[src/rtl/store_merge_unit.sv]
// Store path for sw/sh/sb into word-organised memory; sub-word stores use read-modify-write.
// Optional macro STORE_ALIGN_CHECK_EN rejects misaligned sw/sh through the ERR state.
module store_merge_unit (
    input  logic        clk,
    input  logic        reset,
    input  logic        start,
    input  logic [1:0]  store_type,
    input  logic [31:0] addr,
    input  logic [31:0] reg_data,
    input  logic [31:0] mem_rdata,
    output logic [31:0] mem_addr,
    output logic        mem_wr,
    output logic [31:0] mem_wdata,
    output logic        busy,
    output logic        done,
    output logic        store_err
);

    typedef enum logic [2:0] {
        S_IDLE  = 3'd0,
        S_READ  = 3'd1,
        S_WAIT  = 3'd2,
        S_WRITE = 3'd3,
        S_DONE  = 3'd4,
        S_ERR   = 3'd5
    } state_t;

    localparam logic [1:0] ST_SW = 2'b00;
    localparam logic [1:0] ST_SH = 2'b01;
    localparam logic [1:0] ST_SB = 2'b10;
    localparam logic [1:0] ST_IL = 2'b11;

    state_t      state_q, state_d;
    logic [1:0]  type_q;
    logic [1:0]  offs_q;
    logic [31:0] data_q;
    logic [31:0] addr_q;
    logic [31:0] merge_q;
    logic        take_s;
    logic        misaligned_s;

    // Little-endian lane insert; sw passes the operand through unchanged.
    function automatic logic [31:0] merge_word(input logic [31:0] word,
                                               input logic [1:0]  st,
                                               input logic [1:0]  offs,
                                               input logic [31:0] data);
        logic [31:0] res;
        res = word;
        case (st)
            ST_SH: begin
                if (offs[1]) res[31:16] = data[15:0];
                else         res[15:0]  = data[15:0];
            end
            ST_SB: begin
                case (offs)
                    2'd0:    res[7:0]   = data[7:0];
                    2'd1:    res[15:8]  = data[7:0];
                    2'd2:    res[23:16] = data[7:0];
                    2'd3:    res[31:24] = data[7:0];
                    default: res        = word;
                endcase
            end
            default: res = data;
        endcase
        return res;
    endfunction

    function automatic logic is_misaligned(input logic [1:0] st, input logic [1:0] offs);
`ifdef STORE_ALIGN_CHECK_EN
        return ((st == ST_SH) && offs[0]) || ((st == ST_SW) && (offs != 2'b00));
`else
        return 1'b0;
`endif
    endfunction

    assign take_s       = (state_q == S_IDLE) && start;
    assign misaligned_s = is_misaligned(store_type, addr[1:0]);

    // Next-state selection for the store sequence.
    always_comb begin
        state_d = state_q;
        case (state_q)
            S_IDLE: begin
                if (start) begin
                    if ((store_type == ST_IL) || misaligned_s) state_d = S_ERR;
                    else if (store_type == ST_SW)              state_d = S_WRITE;
                    else                                       state_d = S_READ;
                end else begin
                    state_d = S_IDLE;
                end
            end
            S_READ:  state_d = S_WAIT;
            S_WAIT:  state_d = S_WRITE;
            S_WRITE: state_d = S_DONE;
            S_DONE:  state_d = S_IDLE;
            S_ERR:   state_d = S_IDLE;
            default: state_d = S_IDLE;
        endcase
    end

    // State register.
    always_ff @(posedge clk or negedge reset) begin
        if (!reset) state_q <= S_IDLE;
        else        state_q <= state_d;
    end

    // Request capture at start and read-data capture at the end of WAIT.
    always_ff @(posedge clk or negedge reset) begin
        if (!reset) begin
            type_q  <= 2'b00;
            offs_q  <= 2'b00;
            data_q  <= 32'h0000_0000;
            addr_q  <= 32'h0000_0000;
            merge_q <= 32'h0000_0000;
        end else begin
            if (take_s) begin
                type_q <= store_type;
                offs_q <= addr[1:0];
                data_q <= reg_data;
                addr_q <= {addr[31:2], 2'b00};
            end else begin
                type_q <= type_q;
                offs_q <= offs_q;
                data_q <= data_q;
                addr_q <= addr_q;
            end
            if (state_q == S_WAIT) merge_q <= mem_rdata;
            else                   merge_q <= merge_q;
        end
    end

    // Outputs derive only from registered state and latched operands.
    always_comb begin
        mem_addr  = addr_q;
        mem_wdata = merge_word(merge_q, type_q, offs_q, data_q);
        mem_wr    = (state_q == S_WRITE);
        busy      = (state_q != S_IDLE);
        done      = (state_q == S_DONE) || (state_q == S_ERR);
        store_err = (state_q == S_ERR);
    end

endmodule

[config.mk]
export PLATFORM = sky130hd
export DESIGN_NAME = store_merge_unit
export DESIGN_NICKNAME = d
export VERILOG_FILES = /design/src/rtl/store_merge_unit.sv
export SDC_FILE = /design/constraint.sdc
export NUM_CORES = 1
export LEC_CHECK = 0
export ABC_AREA = 1
export CAP_MARGIN = 20
export CORE_MARGIN = 3
export CORE_UTILIZATION = 46
export CTS_CLUSTER_DIAMETER = 30
export DETAILED_ROUTE_END_ITERATION = 6
export PLACE_DENSITY_LB_ADDON = 0.12
export REMOVE_ABC_BUFFERS = 1
export SYNTH_ARGS = -nofsm -noshare
export SYNTH_HDL_FRONTEND = slang
export SYNTH_SLANG_ARGS = --single-unit
[constraint.sdc]
create_clock -name clk -period 2.1 [get_ports clk]
set_input_delay 0.42 -clock clk [delete_from_list [all_inputs] [get_ports clk]]
set_output_delay 0.42 -clock clk [all_outputs]
set_load 0.005 [all_outputs]
==> out/qor.log <==
INFO  timing         min_period_over_period=112%
INFO  floorplanning  die_area=12500squm
INFO  placed_design  io_buffers=166
INFO  floorplanning  rows=37
INFO  clock_tree     ctsHtreeMaxLevel=3
INFO  floorplanning  horizontal_extent_of_the_die=112microns
INFO  floorplanning  initial_utilization=48.5%
INFO  global_routing grt_antenna_before_repair=0
INFO  critical_path  crit_slowest_cell=sky130_fd_sc_hd__dfrtp_1
INFO  placed_design  pre_cts_slack=-0.208ns
INFO  final_layout   post_route_core_utilization=72.1%
INFO  critical_path  worst-path-max-fanout=3
INFO  drt            dr.pass1.iters=5
INFO  logic_synthesis synth_seq_area_share=49.1%
INFO  critical_path  crit_path_end_kind=output pin
INFO  floorplanning  boundaryPins=169
INFO  logic_synthesis yosysTopAreaCellShare=49.1%
INFO  timing         period_needed=2.34ns
INFO  timing         finalSetupViolations=32
INFO  clock_tree     cts_tree=yes
INFO  critical_path  cp_top_family=buffers and inverters
INFO  global_routing grt_pass1_vias=5403
INFO  drt            detailedRoute.firstIterationViolations=388
INFO  placed_design  dp_cells=976
INFO  logic_synthesis synthCells=678
INFO  final_layout   drive_gt1_share=24.5%
INFO  logic_synthesis synth_largest_area_cell=sky130_fd_sc_hd__dfrtp_1
INFO  global_routing largest_net_degree_at_the_start_of_global_routing=102
INFO  clock_tree     clock_insertion_delay_worst_skew=0.38ns
INFO  critical_path  reg2reg_depth=6
INFO  drt            drt_drc_violations_left=0
INFO  critical_path  cp_depth=11
INFO  floorplanning  die_h=112microns
INFO  outcome        violations=negative setup slack
INFO  critical_path  worst-r2r-setup-slack=0.55ns
INFO  critical_path  r2r-end=merge_q[19]
INFO  timing         fmax=427MHz
INFO  final_layout   final_cell_count_no_fill=1011
INFO  critical_path  crit_required=1.68ns
INFO  critical_path  critical_path.cell_chain=inv_2 > ha_4 > clkinvlp_4 > nor2_4 > buf_6 > buf_6 > nand2_2 > nand2_2 > nand2_1 > nand2_1 > buf_2
INFO  global_routing groute.usage.overall=26.6%
INFO  critical_path  worstSetupStartpointType=register
INFO  final_layout   syn2layout_area_growth=48.6%
INFO  clock_tree     cts_num_sinks=101
INFO  final_layout   antenna_cells=0
INFO  timing         timing_worst_slew_pin_value=0.577ns
INFO  floorplanning  core-area=10600squm
INFO  clock_tree     number_of_buffers_on_the_longest_clock_path=2
INFO  job            max-cap-violations=0
INFO  timing         setup_ws_post_layout=-0.242ns
INFO  power          vdd.ir_drop.worst=0.865mV
INFO  logic_synthesis syn_area_per_cell=7.59squm
INFO  final_layout   fill_cells=858
INFO  critical_path  r2r-start=state_q[2]
INFO  drt            vias_per_cell=5.18
INFO  drt            wl=16500microns
INFO  timing         unrepaired_setup_endpoints_after_global_routing=true
INFO  timing         slew_viol_final=0
INFO  logic_synthesis ys_ff_latch=101
INFO  global_routing grt_pass1_wl=26900microns
INFO  drt            remaining_number_of_nets_flagged_by_the_antenna_check_after_routing=0
INFO  clock_tree     cts_root_buffer=sky130_fd_sc_hd__clkbuf_8
INFO  logic_synthesis synth.top_cells.by_area=sky130_fd_sc_hd__dfrtp_1 49%, sky130_fd_sc_hd__nand2_1 21%, sky130_fd_sc_hd__nand3_1 8.2%, sky130_fd_sc_hd__nor2_1 3.2%, sky130_fd_sc_hd__a21oi_2 2.7%
INFO  global_routing globalRoute.totalOverflow=0
INFO  power          post-layout-total-power=0.0126W
INFO  clock_tree     cts-buffers-inserted=9
INFO  final_layout   layout.nets=974
INFO  timing         worst_clock_skew=0.00894ns
INFO  logic_synthesis mapped_area=5140squm
INFO  logic_synthesis post_synth_num_cell_types=22
INFO  placed_design  post-dp-hpwl=11300microns
INFO  clock_tree     cts-hold-fix-buffers=0
INFO  critical_path  crit_path_max_incr_delay=0.40ns
INFO  placed_design  gp_congestion=0.904
INFO  critical_path  cp.buffers_inverters=5
INFO  drt            wl_per_cell=16.4microns
INFO  critical_path  path_class=reg -> out
INFO  outcome        outcome=finished, violations left
INFO  timing         final.hold.worst_slack=0.0818ns
INFO  worst_hold_path hold_class=in -> async
INFO  clock_tree     clk_transition_reported_paths=0.09ns
INFO  timing         finalHoldViolCount=0
INFO  logic_synthesis synth-warning-count=0
INFO  drt            vias=5232
INFO  power          leakage_power=3.74nW
INFO  critical_path  arrival=1.92ns
INFO  timing         slew_headroom=61.5%
INFO  power          power-per-cell-area=1650nW/um^2
[cells in the final DEF, fill, tap and decap left out, drive strengths merged]
cell type / n
ha: 2
clkinv: 2
dfrtp: 101
clkbuf: 11
nand2: 300
nand3: 85
conb: 2
o21ai: 20
buf: 84
clkdlybuf4s50: 133
a21oi: 33
nor2: 64
clkinvlp: 3
inv: 35
[cell families after synthesis]
logic type	after synthesis	share of synthesized area, %
DFF	101	49.1
other	1	0.0729
adders and majority gates	2	0.486
AOI/OAI and AO/OA	53	6.54
and+or+nand+nor	448	36.4
buffers and inverters	73	7.35
[registers in the layout, summed over array words and instances, names as in the netlist]
signal	cells
offs_q	2
merge_q	32
mem_addr	30
type_q	2
data_q	32
state_q	3
[synthesized netlist by cell type (all sizes together)]
library cell and number:
conb 1, nand3 85, nand2 299, o21ai 20
nor2 64, buf 36, inv 35, clkbuf 2
ha 2, a21oi 33, dfrtp 101
[worst reg2reg max path: cells and delay by family, from the launching register on]
| kind | cells | cell delay (ns) |
|---|---|---|
| buffers and inverters | 3 | 0.61 |
| DFF | 1 | 0.39 |
| and+or+nand+nor | 2 | 0.39 |
| AOI/OAI and AO/OA | 1 | 0.05 |
[per-layer routing]
| layer | routed length, microns | up-vias | track usage, % |
|---|---|---|---|
| met5 | 0 | - | 0 |
| met2 | 8020 | 229 | 44.3 |
| met4 | 214 | 0 | 5.92 |
| met1 | 6840 | 2481 | 33.1 |
| met3 | 1460 | 22 | 10.1 |
| li1 | - | 2500 | - |
[worst max path at each step]
stage          startpoint            end  slack [ns]
3_3_place_gp    type_q[1]   mem_wdata[6]       -0.18
6_report        type_q[0]  mem_wdata[15]       -0.24
4_1_cts         type_q[0]  mem_wdata[15]       -0.17
3_5_place_dp    type_q[1]   mem_wdata[0]       -0.21
2_1_floorplan  state_q[2]      data_q[0]       -0.57
5_1_grt         type_q[0]  mem_wdata[15]       -0.36
[timing repair]
item,4_1_cts,5_1_grt
gates cloned,1,1
pin swaps,20,45
gates resized for setup,184,47
buffers inserted,14,4
endpoints found under the hold margin,0,0
setup endpoints to repair,32,33
[power breakdown]
group / switching [W] / total, W / internal (W) / leakage, nW
sequential: 0.000715 / 0.00361 / 0.00289 / 1.23
clock: 0.000699 / 0.00113 / 0.000429 / 0.0787
combinational: 0.00433 / 0.00791 / 0.00358 / 2.44
[stage by stage]
stage | instance area [sq um] | setup TNS, ns
floorplan | 4900 | -35.26
global placement | 7040 | -3.14
detailed placement | 7040 | -4.04
CTS | 7370 | -3.30
global route | 7640 | -8.30
finish | 7640 | -4.72
[layout make-up]
class                           instances  area (sq um)  area share (%)
Tap cell                              136           170            2.23
Multi-Input combinational cell        506          2560            33.5
Sequential cell                       101          2530            33.1
Timing Repair Buffer                  218          2080            27.2
Clock buffer                           10           128            1.67
Inverter                               35           138            1.80
Clock inverter                          5          37.5           0.491
No activity file was read; power rests on OpenSTA's default activity.
